[config.mk]
export PLATFORM = sky130hd
export DESIGN_NAME = serial_lane_arbiter_flat
export DESIGN_NICKNAME = d
export VERILOG_FILES = /design/src/rtl/serial_lane_pkg.sv /design/src/rtl/serial_lane_if.sv /design/src/rtl/serial_lane_arbiter_rr_arbiter.sv /design/src/rtl/serial_lane_arbiter.sv /design/src/flat_wrapper.sv
export SDC_FILE = /design/constraint.sdc
export NUM_CORES = 1
export LEC_CHECK = 0
export CORE_MARGIN = 3
export CORE_UTILIZATION = 40
export DETAILED_ROUTE_END_ITERATION = 10
export PLACE_DENSITY = 0.8
export SYNTH_ARGS = -nofsm -noshare
export SYNTH_HDL_FRONTEND = slang
export SYNTH_SLANG_ARGS = --single-unit
[constraint.sdc]
create_clock -name clk -period 1.52 [get_ports clk]
set_clock_uncertainty 0.2 [all_clocks]
set_input_delay 0.456 -clock clk [delete_from_list [all_inputs] [get_ports clk]]
set_output_delay 0.456 -clock clk [all_outputs]
set_load 0.03 [all_outputs]
[src/rtl/serial_lane_pkg.sv]
// Shared types and sizing helpers for the serial lane arbiter.
package serial_lane_pkg;

    typedef enum logic [1:0] {
        IDLE  = 2'd0,
        SHIFT = 2'd1,
        GAP   = 2'd2
    } state_e;

    // Bits needed to hold 0..n-1, never less than one bit.
    function automatic int cnt_width(input int n);
        return (n <= 1) ? 1 : $clog2(n);
    endfunction

endpackage

[src/rtl/serial_lane_if.sv]
// Requester-side handshake and serial lane outputs of the arbiter.
interface serial_lane_if import serial_lane_pkg::*; #(
    parameter int NREQ  = 2,
    parameter int WIDTH = 4
) ();
    localparam int IDW = cnt_width(NREQ);

    logic [NREQ-1:0]       req_valid;
    logic [NREQ*WIDTH-1:0] req_data;
    logic [NREQ-1:0]       req_ready;
    logic                  serial_out;
    logic                  frame;
    logic [IDW-1:0]        grant_id;
    logic                  busy;

    modport master (
        output req_valid, req_data,
        input  req_ready, serial_out, frame, grant_id, busy
    );

    modport slave (
        input  req_valid, req_data,
        output req_ready, serial_out, frame, grant_id, busy
    );
endinterface

[src/rtl/serial_lane_arbiter_rr_arbiter.sv]
// Round-robin pick: first request strictly after last_grant, wrapping to the lowest index.
module rr_arbiter import serial_lane_pkg::*; #(
    parameter int NREQ = 2,
    parameter int IDW  = cnt_width(NREQ)
) (
    input  logic [NREQ-1:0] req,
    input  logic [IDW-1:0]  last_grant,
    output logic [NREQ-1:0] grant,
    output logic [IDW-1:0]  grant_id
);
    logic [NREQ-1:0] upper_grant;
    logic [NREQ-1:0] any_grant;
    logic            seen_upper;
    logic            seen_any;

    // Two priority encoders: one over indices above last_grant, one over all; the upper one wins.
    always_comb begin
        upper_grant = '0;
        any_grant   = '0;
        seen_upper  = 1'b0;
        seen_any    = 1'b0;
        for (int i = 0; i < NREQ; i++) begin
            if (req[i] && !seen_any) begin
                any_grant[i] = 1'b1;
                seen_any     = 1'b1;
            end
            if (req[i] && (IDW'(i) > last_grant) && !seen_upper) begin
                upper_grant[i] = 1'b1;
                seen_upper     = 1'b1;
            end
        end
        grant    = seen_upper ? upper_grant : any_grant;
        grant_id = '0;
        for (int i = 0; i < NREQ; i++) begin
            if (grant[i]) grant_id = IDW'(i);
        end
    end
endmodule

[src/rtl/serial_lane_arbiter.sv]
// Shares one serial lane among NREQ word producers; each accepted word goes out MSB-first
// as a WIDTH-cycle frame followed by IDLE_GAP idle cycles.
module serial_lane_arbiter import serial_lane_pkg::*; #(
    parameter int NREQ     = 2,
    parameter int WIDTH    = 4,
    parameter int IDLE_GAP = 1
) (
    input logic         clk,
    input logic         reset,
    serial_lane_if.slave bus
);
    localparam int IDW = cnt_width(NREQ);
    localparam int BCW = cnt_width(WIDTH);
    localparam int GCW = cnt_width(IDLE_GAP);

    state_e           state_q, state_d;
    logic [WIDTH-1:0] shreg_q, shreg_d;
    logic [BCW-1:0]   bitcnt_q, bitcnt_d;
    logic [GCW-1:0]   gapcnt_q, gapcnt_d;
    logic [IDW-1:0]   last_grant_q, last_grant_d;
    logic [IDW-1:0]   grant_id_q, grant_id_d;
    logic             serial_q, serial_d;
    logic             frame_q, frame_d;

    logic [NREQ-1:0]  arb_grant;
    logic [IDW-1:0]   arb_id;
    logic [WIDTH-1:0] masked_word [NREQ];
    logic [WIDTH-1:0] win_word;
    logic             accept;

    rr_arbiter #(.NREQ(NREQ), .IDW(IDW)) u_rr (
        .req        (bus.req_valid),
        .last_grant (last_grant_q),
        .grant      (arb_grant),
        .grant_id   (arb_id)
    );

    // One-hot word select: mask every word by its grant bit, then OR them together.
    for (genvar gi = 0; gi < NREQ; gi++) begin : g_word
        assign masked_word[gi] = bus.req_data[gi*WIDTH +: WIDTH] & {WIDTH{arb_grant[gi]}};
    end

    always_comb begin
        win_word = '0;
        for (int i = 0; i < NREQ; i++) win_word = win_word | masked_word[i];
    end

    assign accept = (state_q == IDLE) && (|arb_grant);

    always_ff @(posedge clk or posedge reset) begin
        if (reset) begin
            state_q      <= IDLE;
            shreg_q      <= '0;
            bitcnt_q     <= '0;
            gapcnt_q     <= '0;
            last_grant_q <= IDW'(NREQ - 1);
            grant_id_q   <= '0;
            serial_q     <= 1'b0;
            frame_q      <= 1'b0;
        end else begin
            state_q      <= state_d;
            shreg_q      <= shreg_d;
            bitcnt_q     <= bitcnt_d;
            gapcnt_q     <= gapcnt_d;
            last_grant_q <= last_grant_d;
            grant_id_q   <= grant_id_d;
            serial_q     <= serial_d;
            frame_q      <= frame_d;
        end
    end

    always_comb begin
        state_d      = state_q;
        shreg_d      = shreg_q;
        bitcnt_d     = bitcnt_q;
        gapcnt_d     = gapcnt_q;
        last_grant_d = last_grant_q;
        grant_id_d   = grant_id_q;
        serial_d     = serial_q;
        frame_d      = frame_q;
        case (state_q)
            IDLE: begin
                if (accept) begin
                    shreg_d      = win_word;
                    grant_id_d   = arb_id;
                    last_grant_d = arb_id;
                    bitcnt_d     = BCW'(WIDTH - 1);
                    serial_d     = win_word[WIDTH-1];
                    frame_d      = 1'b1;
                    state_d      = SHIFT;
                end
            end
            SHIFT: begin
                // serial_q already shows shreg MSB, so the next bit is the one below it.
                shreg_d  = {shreg_q[WIDTH-2:0], 1'b0};
                serial_d = shreg_q[WIDTH-2];
                bitcnt_d = bitcnt_q - 1'b1;
                if (bitcnt_q == '0) begin
                    bitcnt_d = '0;
                    serial_d = 1'b0;
                    frame_d  = 1'b0;
                    if (IDLE_GAP > 0) begin
                        gapcnt_d = GCW'(IDLE_GAP - 1);
                        state_d  = GAP;
                    end else begin
                        state_d  = IDLE;
                    end
                end
            end
            GAP: begin
                if (gapcnt_q == '0) state_d  = IDLE;
                else                gapcnt_d = gapcnt_q - 1'b1;
            end
            default: state_d = IDLE;
        endcase
    end

    always_comb begin
        bus.req_ready  = (state_q == IDLE) ? arb_grant : '0;
        bus.busy       = (state_q != IDLE);
        bus.serial_out = serial_q;
        bus.frame      = frame_q;
        bus.grant_id   = grant_id_q;
    end
endmodule

[src/flat_wrapper.sv]
// flat-port wrapper written by rule: the top's interface ports become plain ports
module serial_lane_arbiter_flat import serial_lane_pkg::*;
#(
    parameter int NREQ     = 2,
    parameter int WIDTH    = 4,
    parameter int IDLE_GAP = 1
)
  (clk, reset, bus_req_valid, bus_req_data, bus_req_ready, bus_serial_out, bus_frame, bus_grant_id, bus_busy);
  serial_lane_if #(.NREQ(NREQ), .WIDTH(WIDTH)) bus_i ();
  input logic clk;
  input logic reset;
  input wire logic [$bits(bus_i.req_valid)-1:0] bus_req_valid;
  input wire logic [$bits(bus_i.req_data)-1:0] bus_req_data;
  output wire logic [$bits(bus_i.req_ready)-1:0] bus_req_ready;
  output wire logic [$bits(bus_i.serial_out)-1:0] bus_serial_out;
  output wire logic [$bits(bus_i.frame)-1:0] bus_frame;
  output wire logic [$bits(bus_i.grant_id)-1:0] bus_grant_id;
  output wire logic [$bits(bus_i.busy)-1:0] bus_busy;
  assign bus_i.req_valid = bus_req_valid;
  assign bus_i.req_data = bus_req_data;
  assign bus_req_ready = bus_i.req_ready;
  assign bus_serial_out = bus_i.serial_out;
  assign bus_frame = bus_i.frame;
  assign bus_grant_id = bus_i.grant_id;
  assign bus_busy = bus_i.busy;
  serial_lane_arbiter #(.NREQ(NREQ), .WIDTH(WIDTH), .IDLE_GAP(IDLE_GAP)) u_core (.clk(clk), .reset(reset), .bus(bus_i));
endmodule
# Word level (Yosys, flattened, before mapping)
# Index checks and enable logic that the tools add are counted.
# W data, S select, Z words.
# word_totals
reg_bits	12
in_bits	12
output_inout_bits	6
wordCells	63
# classes
addsub	2
magnitude_cmp	2
eq_ne	5
mux	25
bitwise_logic	3
reduce_logical	18
# op_table
operator	count
$mux W2	7
$mux W1	11
$and A4 B4 Y4	2
$pmux W1 S2	3
$pmux W2 S3	1
$pmux W3 S2	1
$reduce_and A2 Y1	3
$reduce_and A3 Y1	2
$reduce_bool A2 Y1	3
$logic_and A1 B1 Y1	5
$logic_not A2 Y1	2
$ne A2 B1 Y1 const B	2
$or A4 B4 Y4	1
$pmux W2 S2	1
$mux W3	1
$eq A2 B1 Y1 const B	1
$eq A2 B2 Y1 const B	1
$gt A1 B1 Y1 const A	2
$logic_not A1 Y1	2
$ne A2 B2 Y1 const B	1
$reduce_or A2 Y1	1
$sub A2 B1 Y2 const B	1
$sub A1 B1 Y1 const B	1

# Logic depth before layout (Yosys ltp)
# Gate-level depths: netlist of run 1.
# depth
word_depth	11
ltp_mapped	4

# Modules after synthesis
# Synthesis of run 1 repeated with hierarchy kept, for this count alone.
# hier_totals
hier_cells	54
area_unflattened_um2	554.3
# modules_own_cells
module	instances	cells_each	area_each_um2
serial_lane_arbiter	1	50	528.0
rr_arbiter	1	4	26.3

# Least setup slack after synthesis of run 1
# Ideal clock, no wire load.
# synth_timing
kind	reg-to-output
start	register u_core.state_q[1]
end	output bus_req_ready[0]
arrival_time_ps	1235
setup_slack_ps	-371
path_stages_with_launch	4
path_buffers	1
cell_sequence	dfrtp_1 > clkbuf_1 > nor2_1 > and3_1
# synth_via
elab_chain_cells	2
# synth_lines
item	line_no	rtl
from (decl)	serial_lane_arbiter.sv:16	state_e state_q, state_d;
from (signal assigned)	serial_lane_arbiter.sv:61	state_q <= state_d;
$logic_not A2 Y1	serial_lane_arbiter.sv:119	bus.req_ready = (state_q == IDLE) ? arb_grant : '0;
$mux W2	serial_lane_arbiter.sv:119	
to (decl)	flat_wrapper.sv:14	output wire logic [$bits(bus_i.req_ready)-1:0] bus_req_ready;
# No other way between the ends.

# Worst setup path after layout of run 1
# layout_timing
start	register u_core.last_grant_q
end	output bus_req_ready[0]
# layout_via
elab_chain_cells	8
# layout_lines
item	line_no	rtl
from (decl)	serial_lane_arbiter.sv:20	logic [IDW-1:0] last_grant_q, last_grant_d;
from (signal assigned)	serial_lane_arbiter.sv:56	last_grant_q <= IDW'(NREQ - 1);
from (signal assigned)	serial_lane_arbiter.sv:65	last_grant_q <= last_grant_d;
$gt A1 B1 Y1	serial_lane_arbiter_rr_arbiter.sv:27	if (req[i] && (IDW'(i) > last_grant) && !seen_upper) begin
$logic_and A1 B1 Y1	serial_lane_arbiter_rr_arbiter.sv:27	
$mux W1	serial_lane_arbiter_rr_arbiter.sv:27	
$logic_not A1 Y1	serial_lane_arbiter_rr_arbiter.sv:27	
$logic_and A1 B1 Y1	serial_lane_arbiter_rr_arbiter.sv:27	
$mux W1	serial_lane_arbiter_rr_arbiter.sv:27	
$mux W2 *	serial_lane_arbiter_rr_arbiter.sv:32	grant = seen_upper ? upper_grant : any_grant;
$mux W2 *	serial_lane_arbiter.sv:119	
# Mark *: on every way between the ends. The rest lies on a longest branch, timed or not.

==> results.md, run 1 <==
- Critical path, cell by cell: or2b_1 > and3_4 > buf_6
- Crit Path Category: reg -> out
- Post-synth top area cell: dfrtp_1
- Vias in the first global route: between 500 and 600
- Commonest non-fill, non-tap cell in the layout: buf_4
- Drt first pass iters: 4
- Die H: roughly 45 um
- Leakage: approximately 0.45 nW
- R2R Setup Slk: -0.31 ns
- Max Cap Violations: 0
- CTS tree: yes
- Sequential area share after synthesis: 0.444
- Ranking of synthesized cells by area: dfrtp_1, dfstp_2, a2bb2oi_1
- Placed cell count: between 100 and 150
- Reg2Reg Depth: 4
- Final hold vios: 0
- Root buf cell: clkbuf_4
- Worst-path fanout max: 2
- Fraction of the mapped netlist area in simple logic gates: 0.207
- Clock buffer count from CTS: 3
- P&R area growth vs syn: 59.4%
- Pwr dens: ~2100 nW/um^2
- Slew headroom: 0.837
- Detail Placement HPWL: ~1100 um
- Period utilization: 1.25
- Register bit total from synthesis: 11
- Avg Cell Area, Syn: 9.74 um^2
- Post-synth cell types: 32
- Non-Filler Instances: about 110
- Total inserted antenna cells: 0
- Worst VDD drop: roughly 1.2 mV
- Mapped Nets: between 70 and 80
- Placement Rows: 13
- Compound-gate portion of the synthesized area: 0.265
- Hold Path Class: in -> async
- Period minus WS final: about 1.9 ns
- Ys async rst share: 1.00
- Synth warn: 0
- Largest family of logic cells by synthesized area: compound AO/OA/AOI/OAI gates
- Worst EP required: about 0.86 ns
- Final setup viols: 8
- CTS sink cnt: 11
- # fillers: roughly 100
- Layout net count: ~110
- Vias: about 640
- Critical Path End Type: output port
- Critical Path Start Type: register
- Yosys top cell area share: 0.402
- Die Wd: approximately 45 um
- Mux cell area share after synthesis: 0
- Die area: between 2000 and 2500 um^2
- Max stage delay on crit path: about 0.55 ns
- Clock insertion delay at the later pin of the skew report: approximately 0.27 ns
- Hold Buf Count CTS: 0
- Core area: between 1000 and 1500 um^2
- Most frequent cells in the layout: buf_4, dfrtp_1, clkdlybuf4s50_1
- Main synth FF type: dfrtp_1
- WL/cell: around 14 um
- Htree depth: 1
- Initial Util: 0.451
- Drt drc: 0
- Worst Tran Pin Value: around 0.24 ns
- Reg clk slew, reported paths: 0.07 ns
- Crit path DAT: between 1 and 1.5 ns
- Post-route ant nets: 0
- Hold_ws: 0.255 ns
- Clock Tree Buf Depth: 2
- Max Freq: roughly 520 MHz
- First-pass GRT wire length: between 2000 and 2500 um
- Initial antenna violation count: 0
- Crit-path slowest cell: dfstp_2
- Share of post-route cells with drive strength above 1: 0.374
- Xor and xnor area share after synthesis: 0
- Port bufs: 17
- Top-Level Pins: 18
- GRT Util Overall: 0.173
- Placer Congestion: roughly 0.76
- Largest net degree at the start of global routing: 13
- Post-Route WL: about 1600 um
- R2R Path End: u_core.shreg_q[1]
- Iteration-0 DRC Markers: 11
- Worst Slack Setup Final: -0.386 ns
- RSZ-0062 raised after global routing: true
- Violated checks: setup timing
- Grt ovf: 0
- Adder-cell share of the synthesized area: 0
- DR vias/cell: 5.57
- Number of synthesized flops with an enable pin: 0
- Area of the mapped netlist: around 620 um^2
- Gate count of the mapped netlist: between 60 and 70
- Worst R2R Start: u_core.state_q[0]
- Status: finished, violations left
- Final Max Tran Viols: 0
## synthesized netlist by cell type, drive strengths merged (2+ instances only)
cell     instances
dfrtp           10
clkbuf           3
a32o             2
a21oi            5
a2bb2oi          3
and2             2
o31ai            2
and3             2
o21bai           2
inv              5
nand2            2
a211o            2
nor2             6
buf              2
nand4b           2
## repair_timing
item	CTS	global route
pin swaps	4	5
buffers inserted	7	3
endpoints found under the setup margin	11	11
resized for setup	22	2
## state kept, by name, indices dropped and copies added (netlist names)
| signal | flops |
|---|---|
| u_core.state_q | 2 |
| u_core.last_grant_q | 1 |
| u_core.bus.grant_id | 1 |
| u_core.shreg_q | 3 |
| u_core.bus.frame | 1 |
| u_core.bus.serial_out | 1 |
| u_core.bitcnt_q | 2 |
## area by class of cell
type	count	area, um^2	share of cell area
Multi-Input combinational cell	43	327	0.329
Timing Repair Buffer	36	327	0.329
Sequential cell	11	277	0.278
Clock buffer	4	26.3	0.0264
Inverter	5	18.8	0.0189
Tap cell	15	18.8	0.0189
## critical path, delay by kind of cell, from the launching register on
family / cells / cell delay [ns]
buffers and inverters: 1 / 0.12
flip-flops: 1 / 0.55
AND/OR/NAND/NOR: 2 / 0.31
## metal layers
| metal | global-route usage | share of wire | vias to the layer above | wire length [um] |
|---|---|---|---|---|
| met5 | 0 | 0 | - | 0 |
| met4 | 0.0702 | 0.015 | 0 | 24 |
| met3 | 0.0593 | 0.062 | 5 | 100 |
| met2 | 0.262 | 0.48 | 20 | 769 |
| met1 | 0.222 | 0.44 | 304 | 713 |
| li1 | - | - | 306 | - |
## power by group
part	switching [mW]	total (mW)	internal, mW	leakage (nW)
Combinational	0.609	1.32	0.715	0.300
Sequential	0.112	0.566	0.454	0.132
Clock	0.103	0.204	0.102	0.0150
Total	0.824	2.09	1.27	0.446
## logic make-up after synthesis
kind of cell,count (synthesis)
flops,11
simple gates,21
compound gates,22
buf+inv,10
## stage by stage
step                instance area, um^2  power, mW  setup WS (ns)  utilization  setup TNS, ns
floorplan                           657       1.28         -0.160            -         -0.578
global placement                    865       1.61          -1.06        0.625          -5.63
detailed placement                  865       1.64          -1.09        0.625          -6.02
CTS                                 983       2.06         -0.394        0.711          -1.80
global route                        993       2.24         -0.434        0.719          -2.13
finish                              993       2.09         -0.386        0.719          -1.80
## how the worst max path moves through the flow
stage                        start          endpoint  slack, ns
6_report       u_core.last_grant_q  bus_req_ready[0]      -0.39
5_1_grt          u_core.state_q[0]  bus_req_ready[1]      -0.43
4_1_cts        u_core.last_grant_q  bus_req_ready[0]      -0.39
3_5_place_dp      bus_req_valid[1]  bus_req_ready[0]      -1.09
3_3_place_gp      bus_req_valid[1]  bus_req_ready[0]      -1.06
2_1_floorplan     bus_req_valid[1]  bus_req_ready[0]      -0.16
Power figures use the tool's default switching activity.
==> run 2: changes to the inputs <==
clock period = 1.55 ns   (was 1.52 ns; I/O delays follow)
==> run 2 against run 1 <==
- the flow still finishes with violations (setup timing)
- largest power group unchanged
- global-route usage is 0.15 points lower
- non-clock buffer count is 4 lower
- setup slack better by 0.025 ns
- routed wire length is 3.5% lower
- worst hold slack better by 0.0077 ns
==> results.md, run 2 (synthesis results as in run 1) <==
- Status: finished, violations left
- Violated checks: setup timing
- R2R Setup Slk: -0.25 ns
- CTS sink cnt: 11
- Pwr dens: slightly above 2000 nW/um^2
- Clock buffer count from CTS: 3
- Post-Route WL: 1550 um
- Die area: approximately 2100 um^2
- Critical Path Start Type: register
- Worst-path fanout max: 2
- Most frequent cells in the layout: buf_4, buf_6, dfrtp_1
- Largest net degree at the start of global routing: 13
- Core area: around 1400 um^2
- Commonest non-fill, non-tap cell in the layout: buf_4
- Leakage: ~0.44 nW
- Worst Slack Setup Final: -0.362 ns
- Period utilization: 1.23
- Final Max Tran Viols: 0
- GRT Util Overall: 0.171
- Worst Tran Pin Value: 0.263 ns
- Final setup viols: 6
- Die H: 45.5 um
- Fin util: 0.700
- Placement Rows: 13
- RSZ-0062 raised after global routing: true
- Clock Tree Buf Depth: 2
- Vias: around 610
- Worst VDD drop: just under 0.9 mV
- Crit Path Category: reg -> out
- Final hold vios: 0
- Clock insertion delay at the later pin of the skew report: 0.28 ns
- Largest registers: u_core.shreg_q: 3 flops, u_core.bitcnt_q: 2 flops, u_core.state_q: 2 flops
- Crit path DAT: around 1.3 ns
- First-pass GRT wire length: ~2500 um
- # fillers: 114
- CP Launch Point: u_core.last_grant_q
- Place WS: -1.07 ns
- Total inserted antenna cells: 0
- Grt ovf: 0
- Hold Buf Count CTS: 0
- Initial Util: 0.451
- Drt drc: 0
- Reg2Reg Depth: 4
- Reg clk slew, reported paths: around 0.08 ns
- Share of post-route cells with drive strength above 1: 0.368
- Post-route ant nets: 0
- CTS tree: yes
- Critical Path End: bus_req_ready[0]
- Root buf cell: clkbuf_4
- Vias in the first global route: roughly 550
- Slew headroom: 0.822
- P&R area growth vs syn: 55.4%
- Layout net count: approximately 110
- DR vias/cell: about 5.5
- Max Cap Violations: 0
- Biggest register: u_core.shreg_q
- Detail Placement HPWL: ~1100 um
- Worst EP required: 0.88 ns
- Worst R2R Start: u_core.state_q[0]
- WL/cell: ~14 um
- Initial antenna violation count: 0
- Period minus WS final: roughly 1.9 ns
- Critical Path End Type: output port
- Htree depth: 1
- Drt first pass iters: 4
- Top-Level Pins: 18
- Iteration-0 DRC Markers: 9
- Max Freq: approximately 520 MHz
- Port bufs: 17
- R2R Path End: u_core.shreg_q[1]
- Placer Congestion: roughly 0.81
- Die Wd: around 45 um
- Max FFs per register: 3
- Hold Path Class: in -> async
## run 2: how the worst min path moves through the flow
stage	startpoint	end	slack, ns	cells after the start
floorplan	reset	u_core.bitcnt_q[0]	0.12	1
global placement	u_core.bus.grant_id	u_core.bus.grant_id	0.28	2
detailed placement	u_core.bus.grant_id	u_core.bus.grant_id	0.29	2
CTS	reset	u_core.bus.frame	0.27	3
global route	reset	u_core.bus.grant_id	0.28	3
finish	reset	u_core.bus.grant_id	0.26	3
## run 2: layout make-up
type	count	area, um^2	area share
clock buffer	4	26.3	0.0271
inverter	5	21.3	0.0220
multi-input combinational	43	327	0.337
sequential	11	277	0.286
tap	15	18.8	0.0194
timing repair buffer	32	299	0.309
## run 2: critical path, stage by stage, from the launching register on
cell	delay, ns
dfstp_2	0.54
or2b_1	0.11
and3_4	0.19
buf_6	0.12
## run 2: metal layers
layer  global-route usage  share of wire  vias to the layer above
met3               0.0474          0.077                        3
li1                     -              -                      303
met4               0.0936          0.017                        0
met5                    0              0                        -
met2                0.240           0.46                       22
met1                0.235           0.45                      281
## run 2: what timing repair did
item	4_1_cts	5_1_grt
resized for setup	17	11
buffers inserted	3	4
pin swaps	1	5
setup endpoints to repair	9	8
## run 2: through the flow
stage               cell area, um^2  setup TNS, ns  hold WS (ns)  std cells  total power, mW
floorplan                       661         -0.482         0.117         64             1.27
global placement                865          -5.39         0.280        102             1.58
detailed placement              865          -5.55         0.289        102             1.60
CTS                             928          -1.34         0.274        108             1.90
global route                    968          -1.67         0.279        110             2.15
finish                          968          -1.45         0.262        110             2.01
## run 2: report_power, final
group / leakage (nW) / internal, mW / switching, mW
Sequential: 0.132 / 0.445 / 0.118
Clock: 0.0150 / 0.0998 / 0.105
Combinational: 0.289 / 0.659 / 0.580
Total: 0.435 / 1.20 / 0.803
==> run 3: changes to the inputs <==
REMOVE_ABC_BUFFERS = 1   (was default)
==> run 3 against run 2 <==
- the run still ends with setup timing left
- final cell count is 4.5% higher
- highest routed layer unchanged
- cell area up 3.0%
- sequential share of layout area is 0.82 points lower
- combinational power grew 4%
==> results.md, run 3 (synthesis results as in run 1) <==
- Critical path, cell by cell: or2b_1 > and3_4 > buf_6
- Setup TNS: -1.51 ns
- P&R area growth vs syn: 60.0%
- Worst EP required: 0.88 ns
- Part of the power in combinational logic: 0.628
- RSZ-0062 raised after global routing: true
- Post-route ant nets: 0
- Clock buffer count from CTS: 3
- DR vias/cell: approximately 5.6
- Placer Congestion: just over 0.7
- Crit Path Category: reg -> out
- Non-Filler Instances: 115
- Top-Level Pins: 18
- Sw frac: 0.394
- Drt drc: 0
- Initial Util: 0.451
- Sw Pwr: between 800 and 900 uW
- Die H: about 45 um
- Commonest non-fill, non-tap cell in the layout: buf_4
- Max Cap Violations: 0
- Root buf cell: clkbuf_4
- Worst Slack Setup Final: -0.391 ns
- Layout net count: approximately 110
- Placement Rows: 13
- Core area: ~1400 um^2
- Vias in the first global route: 584
- Place WS: -1.11 ns
- Initial antenna violation count: 0
- Finished Cell Area: ~1000 um^2
- Worst VDD drop: between 1 and 1.5 mV
- Die Wd: approximately 45 um
- Worst-path fanout max: 2
- Post-Route WL: 1720 um
- Worst R2R Start: u_core.state_q[0]
- WL/cell: roughly 15 um
- Hold_ws: ~0.27 ns
- Pwr dens: slightly above 2000 nW/um^2
- Slew headroom: 0.798
- Status: finished, violations left
- Violated checks: setup timing
- Reg clk slew, reported paths: ~0.08 ns
- Crit path DAT: between 1 and 1.5 ns
- CTS tree: yes
- Hold Buf Count CTS: 0
- Drt first pass iters: 4
- CP delay by family, top: flip-flops
- Placed cell count: 102
- Critical Path End Type: output port
- First-pass GRT wire length: about 2600 um
- Hold Path Class: in -> async
- Final setup viols: 6
- Reg2Reg Depth: 4
- Clock insertion delay at the later pin of the skew report: approximately 0.27 ns
- Share of post-route cells with drive strength above 1: 0.390
- Pint: 1.25 mW
- Vias: 643
- GRT Util Overall: 0.179
- Fin util: 0.721
- Pwr Total: approximately 2.1 mW
- Final hold vios: 0
- Iteration-0 DRC Markers: 23
- Grt ovf: 0
- CP Buf/Inv Count: 1
- Total inserted antenna cells: 0
- Max Freq: a little over 500 MHz
- Die area: just over 2000 um^2
- Biggest register: u_core.shreg_q
- Post-placement cell area: roughly 850 um^2
- WP depth: 3
- Final Max Tran Viols: 0
- # fillers: 100
- Port bufs: 17
- CP Launch Point: u_core.last_grant_q
- Crit-path slowest cell: dfstp_2
- Period minus WS final: between 1.5 and 2 ns
- Htree depth: 1
- Most frequent cells in the layout: buf_4, buf_6, dfrtp_1
- Register share of total power: 0.272
- Clock Tree Buf Depth: 2
- Clk pwr share: 0.100
- Worst Tran Pin Value: 0.299 ns
- Max FFs per register: 3
- Leakage: 0.452 nW
- Max stage delay on crit path: roughly 0.55 ns
- Period utilization: 1.25
- Detail Placement HPWL: ~1100 um
- Critical Path Start Type: register
- Largest registers: u_core.shreg_q: 3 flops, u_core.bitcnt_q: 2 flops, u_core.state_q: 2 flops
- CTS sink cnt: 11
- Largest net degree at the start of global routing: 13
-- run 3: per-layer routing --
| metal | vias up | track usage | share of wire |
|---|---|---|---|
| li1 | 311 | - | - |
| met1 | 301 | 0.230 | 0.42 |
| met2 | 26 | 0.284 | 0.51 |
| met3 | 5 | 0.0395 | 0.048 |
| met4 | 0 | 0.0760 | 0.017 |
| met5 | - | 0 | 0 |
-- run 3: power groups by stage --
stage               Sequential (mW)  Combinational (mW)  Clock (mW)
finish                        0.560                1.29       0.207
global route                  0.584                1.39       0.219
CTS                           0.554                1.18       0.205
detailed placement            0.551                1.03           0
global placement              0.541                1.01           0
floorplan                     0.651               0.506           0
-- run 3: path summary, 6_finish.rpt --
check / endpoint / slack [ns]
max: bus_req_ready[0] / -0.39
min: u_core.shreg_q[0] / 0.27
max reg2reg: u_core.shreg_q[2] / -0.19
min reg2reg: u_core.shreg_q[2] / 0.31
max in group asynchronous: u_core.last_grant_q / 0.66
min in group clk: u_core.shreg_q[2] / 0.31
-- run 3: worst min-delay path, stage by stage --
cell and delay [ns]:
clkdlybuf4s50_1 0.39, inv_1 0.05, buf_4 0.19
-- run 3: area by class of cell --
class                   instances  area (um^2)  share of cell area
flip-flops and latches         11          277               0.277
well taps                      15         18.8              0.0188
multi-input cells              43          314               0.315
clock buffers                   4         26.3              0.0263
repair buffers                 37          343               0.344
inverters                       5         18.8              0.0188
-- run 3: timing repair --
| action | in CTS | in global routing |
|---|---|---|
| gates resized for setup | 29 | 5 |
| setup endpoints to repair | 8 | 7 |
| buffers inserted | 7 | 4 |
| pin swaps | 4 | 4 |
